[src/rtl/ibex_pkg.sv]
// ----------------------------------------------------------------------------
// ibex_pkg
// Shared types for the data-bus arbiter slice.
//   host_id_t   : 1-bit host identifier (0 = LSU, 1 = secondary master)
//   arb_state_e : arbiter FSM state (IDLE, WAIT_GNT)
// ----------------------------------------------------------------------------
package ibex_pkg;

    typedef logic host_id_t;

    localparam host_id_t HOST_LSU = 1'b0;
    localparam host_id_t HOST_SEC = 1'b1;

    typedef enum logic {
        IDLE     = 1'b0,
        WAIT_GNT = 1'b1
    } arb_state_e;

endpackage

[src/rtl/ibex_arb_id_fifo.sv]
// ----------------------------------------------------------------------------
// ibex_arb_id_fifo
// Small FIFO of host IDs for transactions granted but not yet answered.
// Ports:
//   clk_i, rst_ni : clock, asynchronous active-low reset
//   push_i, id_i  : enqueue the ID of a granted request (ignored when full)
//   pop_i         : dequeue the head (ignored when empty)
//   head_o        : ID of the oldest outstanding transaction
//   count_o       : number of stored IDs
//   full_o, empty_o
// ----------------------------------------------------------------------------
module ibex_arb_id_fifo import ibex_pkg::*; #(
    parameter int unsigned Depth = 2,
    localparam int unsigned CntW = $clog2(Depth + 1)
) (
    input  logic            clk_i,
    input  logic            rst_ni,
    input  logic            push_i,
    input  host_id_t        id_i,
    input  logic            pop_i,
    output host_id_t        head_o,
    output logic [CntW-1:0] count_o,
    output logic            full_o,
    output logic            empty_o
);

    localparam int unsigned PtrW = (Depth > 1) ? $clog2(Depth) : 1;

    host_id_t        mem_q [Depth];
    logic [PtrW-1:0] wr_ptr_q;
    logic [PtrW-1:0] rd_ptr_q;
    logic [CntW-1:0] count_q;
    logic            do_push;
    logic            do_pop;

    function automatic logic [PtrW-1:0] next_ptr(input logic [PtrW-1:0] p);
        if (p == PtrW'(Depth - 1)) begin
            return '0;
        end
        return p + 1'b1;
    endfunction

    assign full_o  = (count_q == CntW'(Depth));
    assign empty_o = (count_q == '0);
    assign count_o = count_q;
    assign head_o  = mem_q[rd_ptr_q];
    assign do_push = push_i && !full_o;
    assign do_pop  = pop_i && !empty_o;

    always_ff @(posedge clk_i or negedge rst_ni) begin
        if (!rst_ni) begin
            for (int i = 0; i < int'(Depth); i++) begin
                mem_q[i] <= HOST_LSU;
            end
            wr_ptr_q <= '0;
            rd_ptr_q <= '0;
            count_q  <= '0;
        end else begin
            if (do_push) begin
                mem_q[wr_ptr_q] <= id_i;
                wr_ptr_q        <= next_ptr(wr_ptr_q);
            end
            if (do_pop) begin
                rd_ptr_q <= next_ptr(rd_ptr_q);
            end
            if (do_push && !do_pop) begin
                count_q <= count_q + 1'b1;
            end else if (do_pop && !do_push) begin
                count_q <= count_q - 1'b1;
            end
        end
    end

endmodule

[src/rtl/ibex_data_bus_arbiter.sv]
// ----------------------------------------------------------------------------
// ibex_data_bus_arbiter
// Shares the core data-memory port between host 0 (LSU) and host 1
// (debug/DMA). One request is forwarded per grant; outstanding host IDs are
// queued so each response is routed back to the host that issued it.
// Ports:
//   clk_i, rst_ni                  : clock, asynchronous active-low reset
//   h{0,1}_req/lock/addr/we/be/wdata_i : host request side
//   h{0,1}_gnt/rvalid/err/rdata_o  : host response side (rdata broadcast)
//   data_req/addr/we/be/wdata_o    : device request side
//   data_gnt/rvalid/err/rdata_i    : device response side
//   busy_o                         : transactions outstanding or request pending
//   protocol_err_o                 : sticky, response seen with nothing outstanding
//
// state    | meaning
// ---------+-------------------------------------------------------------
// IDLE     | arbitrate each cycle; a same-cycle grant stays here
// WAIT_GNT | request presented but not granted; mux frozen on sel_q
// ----------------------------------------------------------------------------
module ibex_data_bus_arbiter import ibex_pkg::*; #(
    parameter int unsigned MaxOutstanding = 2,
    parameter bit          ArbRoundRobin  = 1'b1,
    parameter int unsigned DataWidth      = 32
) (
    input  logic                 clk_i,
    input  logic                 rst_ni,
    input  logic                 h0_req_i,
    input  logic                 h0_lock_i,
    input  logic [31:0]          h0_addr_i,
    input  logic                 h0_we_i,
    input  logic [3:0]           h0_be_i,
    input  logic [DataWidth-1:0] h0_wdata_i,
    output logic                 h0_gnt_o,
    output logic                 h0_rvalid_o,
    output logic                 h0_err_o,
    output logic [DataWidth-1:0] h0_rdata_o,
    input  logic                 h1_req_i,
    input  logic                 h1_lock_i,
    input  logic [31:0]          h1_addr_i,
    input  logic                 h1_we_i,
    input  logic [3:0]           h1_be_i,
    input  logic [DataWidth-1:0] h1_wdata_i,
    output logic                 h1_gnt_o,
    output logic                 h1_rvalid_o,
    output logic                 h1_err_o,
    output logic [DataWidth-1:0] h1_rdata_o,
    output logic                 data_req_o,
    input  logic                 data_gnt_i,
    input  logic                 data_rvalid_i,
    input  logic                 data_err_i,
    output logic [31:0]          data_addr_o,
    output logic                 data_we_o,
    output logic [3:0]           data_be_o,
    output logic [DataWidth-1:0] data_wdata_o,
    input  logic [DataWidth-1:0] data_rdata_i,
    output logic                 busy_o,
    output logic                 protocol_err_o
);

    localparam int unsigned CntW = $clog2(MaxOutstanding + 1);

    arb_state_e      state_q, state_d;
    host_id_t        sel_q, last_q, lock_owner_q;
    logic            lock_owner_valid_q;
    logic            protocol_err_q;

    logic            cand0, cand1;
    host_id_t        winner;
    host_id_t        cur_sel;
    logic            cur_lock;
    logic            req_raw;
    logic            grant;
    logic            pop;
    host_id_t        fifo_head;
    logic [CntW-1:0] fifo_count;
    logic            fifo_full, fifo_empty;

    ibex_arb_id_fifo #(
        .Depth (MaxOutstanding)
    ) u_id_fifo (
        .clk_i   (clk_i),
        .rst_ni  (rst_ni),
        .push_i  (grant),
        .id_i    (cur_sel),
        .pop_i   (pop),
        .head_o  (fifo_head),
        .count_o (fifo_count),
        .full_o  (fifo_full),
        .empty_o (fifo_empty)
    );

    // While a lock is held only the owner is a candidate, so the other host
    // cannot slip in between the halves of a split access.
    always_comb begin
        cand0 = h0_req_i;
        cand1 = h1_req_i;
        if (lock_owner_valid_q) begin
            cand0 = h0_req_i && (lock_owner_q == HOST_LSU);
            cand1 = h1_req_i && (lock_owner_q == HOST_SEC);
        end
        if (cand0 && cand1) begin
            winner = ArbRoundRobin ? ~last_q : HOST_LSU;
        end else if (cand1) begin
            winner = HOST_SEC;
        end else begin
            winner = HOST_LSU;
        end
    end

    always_ff @(posedge clk_i or negedge rst_ni) begin
        if (!rst_ni) begin
            state_q <= IDLE;
        end else begin
            state_q <= state_d;
        end
    end

    always_comb begin
        state_d = state_q;
        case (state_q)
            IDLE:     if (data_req_o && !data_gnt_i) state_d = WAIT_GNT;
            WAIT_GNT: if (data_gnt_i) state_d = IDLE;
            default:  state_d = IDLE;
        endcase
    end

    // Throttle uses the registered FIFO state only, keeping rvalid off the
    // combinational path to data_req_o.
    always_comb begin
        req_raw = 1'b0;
        cur_sel = winner;
        case (state_q)
            IDLE: begin
                req_raw = (cand0 || cand1) && !fifo_full;
                cur_sel = winner;
            end
            WAIT_GNT: begin
                req_raw = 1'b1;
                cur_sel = sel_q;
            end
            default: ;
        endcase

        data_req_o = rst_ni && req_raw;
        grant      = data_req_o && data_gnt_i;
        h0_gnt_o   = grant && (cur_sel == HOST_LSU);
        h1_gnt_o   = grant && (cur_sel == HOST_SEC);
        cur_lock   = (cur_sel == HOST_SEC) ? h1_lock_i : h0_lock_i;

        data_addr_o  = '0;
        data_we_o    = 1'b0;
        data_be_o    = '0;
        data_wdata_o = '0;
        if (data_req_o) begin
            data_addr_o  = (cur_sel == HOST_SEC) ? h1_addr_i  : h0_addr_i;
            data_we_o    = (cur_sel == HOST_SEC) ? h1_we_i    : h0_we_i;
            data_be_o    = (cur_sel == HOST_SEC) ? h1_be_i    : h0_be_i;
            data_wdata_o = (cur_sel == HOST_SEC) ? h1_wdata_i : h0_wdata_i;
        end

        pop         = rst_ni && data_rvalid_i && !fifo_empty;
        h0_rvalid_o = pop && (fifo_head == HOST_LSU);
        h1_rvalid_o = pop && (fifo_head == HOST_SEC);
        h0_err_o    = h0_rvalid_o && data_err_i;
        h1_err_o    = h1_rvalid_o && data_err_i;
        h0_rdata_o  = rst_ni ? data_rdata_i : '0;
        h1_rdata_o  = rst_ni ? data_rdata_i : '0;

        busy_o = rst_ni && ((fifo_count != '0) || h0_req_i || h1_req_i ||
                            (state_q == WAIT_GNT));
        protocol_err_o = protocol_err_q;
    end

    always_ff @(posedge clk_i or negedge rst_ni) begin
        if (!rst_ni) begin
            sel_q              <= HOST_LSU;
            last_q             <= HOST_SEC;
            lock_owner_valid_q <= 1'b0;
            lock_owner_q       <= HOST_LSU;
            protocol_err_q     <= 1'b0;
        end else begin
            if ((state_q == IDLE) && data_req_o && !data_gnt_i) begin
                sel_q <= winner;
            end
            if (grant) begin
                last_q <= cur_sel;
                if (cur_lock) begin
                    lock_owner_valid_q <= 1'b1;
                    lock_owner_q       <= cur_sel;
                end else if (lock_owner_valid_q && (lock_owner_q == cur_sel)) begin
                    lock_owner_valid_q <= 1'b0;
                end
            end
            if (data_rvalid_i && fifo_empty) begin
                protocol_err_q <= 1'b1;
            end
        end
    end

endmodule

[config.mk]
export PLATFORM = sky130hd
export DESIGN_NAME = ibex_data_bus_arbiter
export DESIGN_NICKNAME = d
export VERILOG_FILES = /design/src/rtl/ibex_pkg.sv /design/src/rtl/ibex_arb_id_fifo.sv /design/src/rtl/ibex_data_bus_arbiter.sv
export SDC_FILE = /design/constraint.sdc
export NUM_CORES = 1
export LEC_CHECK = 0
export ABC_AREA = 1
export CAP_MARGIN = 5
export CORE_AREA = 2 2 123 125
export CTS_CLUSTER_SIZE = 8
export DETAILED_ROUTE_END_ITERATION = 8
export DIE_AREA = 0 0 125 127
export GPL_ROUTABILITY_DRIVEN = 0
export GPL_TIMING_DRIVEN = 1
export PLACE_DENSITY = 0.52
export SLEW_MARGIN = 20
export SYNTH_ARGS = -nofsm -noshare
export SYNTH_HDL_FRONTEND = slang
export SYNTH_SLANG_ARGS = --single-unit
[constraint.sdc]
create_clock -name clk_i -period 2.3 [get_ports clk_i]
set_input_delay 0.23 -clock clk_i [delete_from_list [all_inputs] [get_ports clk_i]]
set_output_delay 0.23 -clock clk_i [all_outputs]
set_load 0.1 [all_outputs]
==> results.md <==
* FF+latch count, synth at 12
* Synthesized area at roughly 2200 sq um
* Final hold violations at 0
* Post-synth top area share at around 33%
* GRT Total Usage at 15.45%
* RSZ-0062 raised after global routing: yes
* Path depth of the worst reg2reg path at 12
* Worst R2R End: u_id_fifo.count_o[1]
* CTS tree: built
* Max Cap Violations at 0
* Fin cells at 883
* DP Worst Slack at approximately 0.095 ns
* Max-slew violations at 0
* WL met3 at just over 1000 microns
* CTS Buf Count at 3
* Leakage at around 3.1 nW
* Outcome: finished, final reports clean
* Most common cell in the netlist: nand2_1
* Worst Setup End Kind: primary output
* WP data arrival at 1.96 ns
* Syn nets at 604
* Initial antenna violation count at 0
* Diode count at 0
* Number of placement rows at 44
* Buffer and inverter count on the worst path at 4
* WL met2 at 7480 microns
* WS Path Type: in2out
* Cells after Synth at 424
* Initial core utilization at 15.54%
* DIE HEIGHT at ~130 microns
* # IOs at around 320
* Max Freq at approximately 460 MHz
* Sink Count at 12
* H-tree depth at 1
* Post-Syn Area per Cell at around 5.3 sq um
* Die footprint at between 15000 and 20000 sq um
* Worst-Margin Slew at 0.5081 ns
* Total power at 0.007515 W
* Most used DFF post-synth: dfrtp_1
* Critical path peak fanout at 69
* Register area share after synthesis at between 10% and 20%
* Largest area contributor in the netlist: nand2_1
* PD cells at approximately 1100 nW/um^2
* Max layer used: met4
* Largest net degree at the start of global routing at 70
* Final setup fails at 0
* Worst-case clock buffer depth at 2
* Final ANT Viol Nets at 0
* Crit path largest cell delay at roughly 0.54 ns
* Drt wl/cell at approximately 15 microns
* Core Area at between 10000 and 15000 sq um
* Fraction of layout cells with a size suffix above 1 at between 20 and 30%
* Crit start category: input port
* Worst path slowest cell: dlygate4sd3_1
* Post-route minimum period at ~2.2 ns
* FF-to-FF setup slack at roughly 0.36 ns
* Nets at a little under 900
* Clock transition at the registers of the reported paths at around 0.050 ns
* Cell repeated most along the worst path: buf_12
* Residual DRC at 0
* Synth area leaders: nand2_1 33%, a21oi_1 16%, buf_4 13%
* First DRT Iteration DRCs at about 160
* Final Cycle Share at between 90% and 100%
* EDFF count, synth at 0
* First-pass GRT wire length at just under 20000 microns
* Overflow left after global routing at 0
* Clk_skew at 0.004662 ns
* Vias in the first global route at 3674
* Min-Delay Path Class: in2async
* Setup repair bufs after CTS at 0
* Post-detail-place hpwl at 11440 microns
* Fin worst setup slack at roughly 0.11 ns
* Drt pass-1 iters at 6
* Synth warn at 0
* Die span in x at 125 microns
* Placed Cells at between 800 and 900
* P&R area growth vs syn at 212.6%
* Slew HR at approximately two thirds
* Crit path max-delay family: buffers and inverters
* Async SR Flop Fraction at 100.0%
* Top cells by count, synth: 195 x nand2_1, 72 x a21oi_1, 47 x inv_1, 38 x buf_4, 11 x dfrtp_1
* Routed vias at roughly 3800
* Vias per cell at between 4 and 5
* Yosys cell types at 26
* Routed WL at approximately 13000 microns
* Root buffer cell: clkbuf_16
* Peak VDD IR at approximately 0.68 mV
* Critical-path cell list: dlygate4sd3_1 -> buf_2 -> nand2_2 -> buf_12 -> a21oi_1 -> buf_12
* CP required at 2.07 ns
* Clock Latency Late Sink at between 0.2 and 0.3 ns
* IO buf count at between 300 and 400
* RR Startpoint: lock_owner_q
* Wire length on met1 at 4744 microns
==> logic make-up after synthesis <==
logic type               share of synthesized area, %
AND/OR/NAND/NOR                                 39.29
buffers and inverters                           27.01
flip-flops                                      13.45
adder cells (fa/ha/maj)                        0.5579
AO/OA/AOI/OAI                                   18.14
XOR/XNOR                                        1.563
==> stage by stage <==
stage               TNS, ns  hold WS (ns)  instance area [sq um]  utilization [%]
finish                    0        0.4187                   7009            48.59
global route        -0.9372        0.4442                   7009            48.59
CTS                       0        0.4012                   6972            48.33
detailed placement        0        0.1223                   6873            47.65
global placement          0        0.1176                   6873            47.65
floorplan            -21.43      -0.06559                   2336                -
==> sequential cells by signal, indices dropped and copies added (netlist names) <==
register,cells
last_q,1
lock_owner_q,1
lock_owner_valid_q,1
protocol_err_o,1
sel_q,1
state_q,1
u_id_fifo.count_o,2
u_id_fifo.mem_q,2
u_id_fifo.rd_ptr_q,1
u_id_fifo.wr_ptr_q,1
==> cell type report <==
class | count | area (sq um)
repair buffers | 329 | 4740
well taps | 184 | 230.2
flip-flops and latches | 12 | 301.5
clock buffers | 4 | 88.84
multi-input cells | 306 | 1469
fillers | 1328 | 7415
inverters | 48 | 180.2
==> how the worst max path moves through the flow <==
stage	from	end	slack, ns	depth (start not counted)
2_1_floorplan	lock_owner_valid_q	data_addr_o[28]	-0.43	9
5_1_grt	lock_owner_q	data_wdata_o[23]	-0.05	10
4_1_cts	h1_req_i	data_wdata_o[7]	0.09	9
3_3_place_gp	h1_req_i	data_wdata_o[13]	0.14	9
3_5_place_dp	h1_req_i	data_wdata_o[7]	0.09	9
6_report	rst_ni	data_wdata_o[24]	0.11	6
==> power breakdown <==
part           internal (W)  leakage (nW)  switching [W]
combinational       0.00226          2.92        0.00450
clock              0.000263        0.0442      0.0000985
sequential         0.000308         0.143      0.0000767
==> placed cells by master (no fill, tap or decap), types with 3 or more instances in the layout <==
master	instances
buf_4	4
buf_12	146
nand2_1	194
nand2_2	4
nand3_1	9
a21oi_2	31
clkbuf_16	3
dfrtp_1	11
clkdlybuf4s50_1	177
inv_1	47
o21ai_0	5
nor2_1	3
a21oi_1	41
==> layer usage <==
metal / vias to the layer above / GRT usage [%]
met5: - / 0
met4: 0 / 2.810
met3: 13 / 2.973
met2: 204 / 31.52
met1: 1731 / 16.44
li1: 1822 / -
==> repair_timing <==
action / CTS / global route
endpoints found under the setup margin: 0 / 42
gates resized for setup: 0 / 10
hold endpoints to repair: 6 / 0
hold buffers: 1 / 0
No activity file was read; power rests on OpenSTA's default activity.
==> RTL change 1: new RTL, config.mk and constraints unchanged <==
Put a register stage on the output `h1_err_o`, with the module's reset. The value now appears one clock later. The other outputs are not delayed to match.
--- a/src/rtl/ibex_data_bus_arbiter.sv
+++ b/src/rtl/ibex_data_bus_arbiter.sv
@@ -60,4 +60,6 @@
     localparam int unsigned CntW = $clog2(MaxOutstanding + 1);
 
+    logic h1_err_d;
+
     arb_state_e      state_q, state_d;
     host_id_t        sel_q, last_q, lock_owner_q;
@@ -163,5 +165,5 @@
         h1_rvalid_o = pop && (fifo_head == HOST_SEC);
         h0_err_o    = h0_rvalid_o && data_err_i;
-        h1_err_o    = h1_rvalid_o && data_err_i;
+        h1_err_d    = h1_rvalid_o && data_err_i;
         h0_rdata_o  = rst_ni ? data_rdata_i : '0;
         h1_rdata_o  = rst_ni ? data_rdata_i : '0;
@@ -198,4 +200,12 @@
     end
 
+    always_ff @(posedge clk_i or negedge rst_ni) begin
+        if (!rst_ni) begin
+            h1_err_o <= '0;
+        end else begin
+            h1_err_o <= h1_err_d;
+        end
+    end
+
 endmodule
 
Behaviour: not the same (a bounded check fails within 4 cycles, from zero or initial values and one cycle with rst_ni low).
==> RTL change 1 against the original RTL <==
- global-route usage is 0.48 points higher
- synthesized area is 1.1% higher
- routed wire length increased by 0.18%
- core utilization barely moved
- final cell count up 0.11%
- synthesized cell count rose by 0.24%
- non-clock buffer count did not move
- cell area hardly changed
- sequential cell count is 1 higher
- register-to-register slack hardly changed
- setup slack worse by 0.057 ns
- total power decreased by 0.22%
- first-iteration DRC count fell by 6.4%
- critical path type unchanged
- critical endpoint is now data_addr_o[15]
- largest power group unchanged
- highest routed layer unchanged
==> RTL change 1: results <==
group,metric,value,unit
outcome,status,"complete, no violations",
logic_synthesis,synthFlopType,"dfrtp_1",
worst_setup_path,critPathArrivalTime,2.02,ns
sta,fin_worst_skew,0.00258,ns
routing,wire_per_inst,15.2,microns
logic_synthesis,synth.net_count,605,
routing,drtPass1Iterations,4,
routing,via_count,3708,
place,placed_area,0.00689,sq mm
logic_synthesis,synth_area_leaders,"nand2_1 (32%), a21oi_1 (16%), dfrtp_1 (13%)",
cells_and_area,layout.nets,881,
sta,tightestPinTransition,0.569,ns
hold_path,hp-class,"input port to async pin",
global_route,grt_first_pass_wirelength,20.3,mm
worst_setup_path,startpoint,"h1_req_i",
sta,hold_slack,0.0797,ns
worst_setup_path,slowest_stage,"clkdlybuf4s50_1",
worst_setup_path,cp_max_fo,52,
pwr,power_leakage,3.11,nW
cells_and_area,drive_above_1_share,27.7,%
global_route,grt_usage,15.9,%
routing,first_iter_violations,147,
clocking,clkTransAtPathRegs,0.04,ns
pwr,ir_drop,0.669,mV
logic_synthesis,ys_types,26,
cells_and_area,fillers,1356,
logic_synthesis,synthTopCellsByCount,"nand2_1 (195), a21oi_1 (72), inv_1 (47), buf_4 (38), dfrtp_1 (12)",
cells_and_area,antenna_cells,0,
sta,fin_tns_setup,0,ns
place,dp_hpwl,11.5,mm
clocking,cts_made_buffers,3,
logic_synthesis,synth_seq_area_share,14.4,%
-- RTL change 1: cell types whose count changed in the layout (fill, tap and decap cells not counted) --
cell | before | now
a21oi_1 | 41 | 45
dfrtp_1 | 11 | 12
a21oi_2 | 31 | 27
nor3_1 | 0 | 1
clkbuf_1 | 0 | 1
nor3_2 | 2 | 1
clkbuf_8 | 1 | 0
-- RTL change 1: worst max-delay path, delay by kind of cell --
kind / cells / cell delay [ns]
AO/OA/AOI/OAI: 1 / 0.28
buffers and inverters: 3 / 0.99
AND/OR/NAND/NOR: 5 / 0.47
-- RTL change 1: cell families (layout without fill, tap and decap cells) --
logic type	after synthesis	count (layout)	synth area share (%)
AOI/OAI and AO/OA	80	80	17.9
xor gates and xnor gates	4	4	1.55
adders and majority gates	1	1	0.552
buffers and inverters	106	381	26.7
DFF	13	13	14.4
and+or+nand+nor	221	221	38.9
-- RTL change 1: per-layer routing --
layer  GRT usage [%]  wire length (microns)  vias to the layer above
li1                -                      -                     1823
met1            16.7                   4590                     1657
met2            31.6                   7450                      214
met3            3.77                   1160                       14
met4            4.25                    251                        0
met5               0                      0                        -
-- RTL change 1: report_power, final --
group	switching [mW]	leakage (nW)	internal [mW]
sequential	0.0743	0.157	0.327
combinational	4.50	2.92	2.27
clock	0.0978	0.0382	0.234
-- RTL change 1: through the flow --
stage | util (%) | cells | setup WS (ns)
final | 48.6 | 884 | 0.0545
after global routing | 48.6 | 884 | -0.0967
after CTS | 48.4 | 884 | 0.0422
after detailed placement | 47.8 | 879 | 0.0589
after global placement | 47.8 | 879 | 0.0955
after floorplan | - | 425 | -0.431
-- RTL change 1: area by class of cell --
class                      count  area (sq um)  share of cell area, %
sequential                    13           327                   4.66
clock buffer                   4          78.8                   1.13
inverter                      48           180                   2.57
tap                          184           230                   3.29
timing repair buffer         329          4740                   67.7
multi-input combinational    306          1450                   20.7
-- RTL change 1: repair_timing --
| item | CTS | global route |
|---|---|---|
| gates resized for setup | 0 | 6 |
| hold buffers | 1 | 0 |
| endpoints found under the setup margin | 0 | 52 |
| hold endpoints to repair | 10 | 0 |
| setup buffers | 0 | 0 |
-- RTL change 1: worst max-delay path by stage --
stage	to	slack, ns	depth (start not counted)
6_report	data_addr_o[15]	0.05	9
5_1_grt	data_wdata_o[22]	-0.1	10
4_1_cts	data_wdata_o[31]	0.04	9
3_5_place_dp	data_wdata_o[21]	0.06	9
3_3_place_gp	data_wdata_o[30]	0.1	9
2_1_floorplan	data_addr_o[28]	-0.43	9
==> RTL change 2: new RTL, same settings <==
Made on the original files. Change the parameter `MaxOutstanding` from 2 to 4.
--- a/src/rtl/ibex_data_bus_arbiter.sv
+++ b/src/rtl/ibex_data_bus_arbiter.sv
@@ -19,5 +19,5 @@
 // ----------------------------------------------------------------------------
 module ibex_data_bus_arbiter import ibex_pkg::*; #(
-    parameter int unsigned MaxOutstanding = 2,
+    parameter int unsigned MaxOutstanding = 4,
     parameter bit          ArbRoundRobin  = 1'b1,
     parameter int unsigned DataWidth      = 32
Check against the original RTL: not equivalent (a bounded check fails within 4 cycles, from zero or initial values and one cycle with rst_ni low).
==> RTL change 2 against the original RTL <==
- count of clock-buffer cells in the layout is 1 lower
- synthesized area is 21% higher
- global-route usage is 0.96 points higher
- routed wire length is 5.9% higher
- setup slack better by 0.0086 ns
- register-to-register slack worse by 0.12 ns
- hold slack worse by 0.076 ns
- fmax is 0.40% higher
- total power is 3.5% higher
- sequential cell count is 5 higher
- cell area is 8.4% higher
- first-iteration DRC count is 27% lower
- largest power group unchanged
- highest routed layer unchanged
==> RTL change 2: results <==
group,metric,value,unit
outcome,status,"complete, no violations",
pwr,p_int,3.04,mW
logic_synthesis,synth.net_count,646,
global_route,grt_util_met3,3.73,%
worst_setup_path,regToRegSetupSlack,0.24,ns
cells_and_area,layout.nets,930,
sta,fin_worst_skew,0.00199,ns
logic_synthesis,syn_inst,460,
pwr,power_frac_comb,88.1,%
pwr,p_per_area,1020,mW/mm^2
place,place_ws,0.0255,ns
logic_synthesis,synth_seq_area_share,15.8,%
routing,first_iter_violations,114,
place,dp_hpwl,12.1,mm
routing,drtPass1Iterations,4,
global_route,grt_util_met2,32.4,%
sta,slew_headroom,79.3,%
global_route,grt_first_pass_wirelength,21.3,mm
routing,wirelength,14.2,mm
place,dp_cells,922,
global_route,grt_usage,16.4,%
sta,period_needed,2.18,ns
worst_setup_path,reg2reg_to,"u_id_fifo.count_o[2]",
pwr,power_leakage,3.32,nW
pwr,ir_drop,0.825,mV
pwr,powerSeq,0.569,mW
global_route,met1_usage,18.4,%
global_route,grt_pass1_vias,3959,
worst_setup_path,cp_max_fo,29,
place,placed_area,0.00745,sq mm
sta,hold_slack,0.342,ns
routing,viasPerCell,4.14,
worst_setup_path,startpoint,"lock_owner_q",
logic_synthesis,synth_area_leaders,"nand2_1 (26%), dfrtp_1 (15%), a21oi_1 (10%)",
logic_synthesis,ys_types,31,
worst_setup_path,slowest_stage,"dfrtp_1",
[RTL change 2: changes by cell type after synthesis, sizes merged, moves of 3 or more]
cell / delta
nand2: +10
inv: +8
dfrtp: +5
ha: +5
o21bai: +4
buf: -3
clkbuf: +3
[RTL change 2: final cells by class]
| class | instances | area, sq um |
|---|---|---|
| flip-flops and latches | 17 | 428 |
| fillers | 1307 | 6820 |
| repair buffers | 337 | 4820 |
| inverters | 56 | 210 |
| multi-input cells | 329 | 1830 |
| clock inverters | 1 | 7.51 |
| clock buffers | 3 | 75.1 |
| well taps | 184 | 230 |
[RTL change 2: kinds of logic after synthesis]
logic type      synth area share (%)
simple gates                    35.4
buf+inv                         24.5
compound gates                  20.2
flops                           15.8
fa+ha+maj                       3.52
xor+xnor                       0.648
[RTL change 2: metal layers]
metal,vias to the layer above,wire length (microns)
li1,1945,-
met3,10,1010
met1,1717,5330
met4,0,132
met2,169,7740
met5,-,0
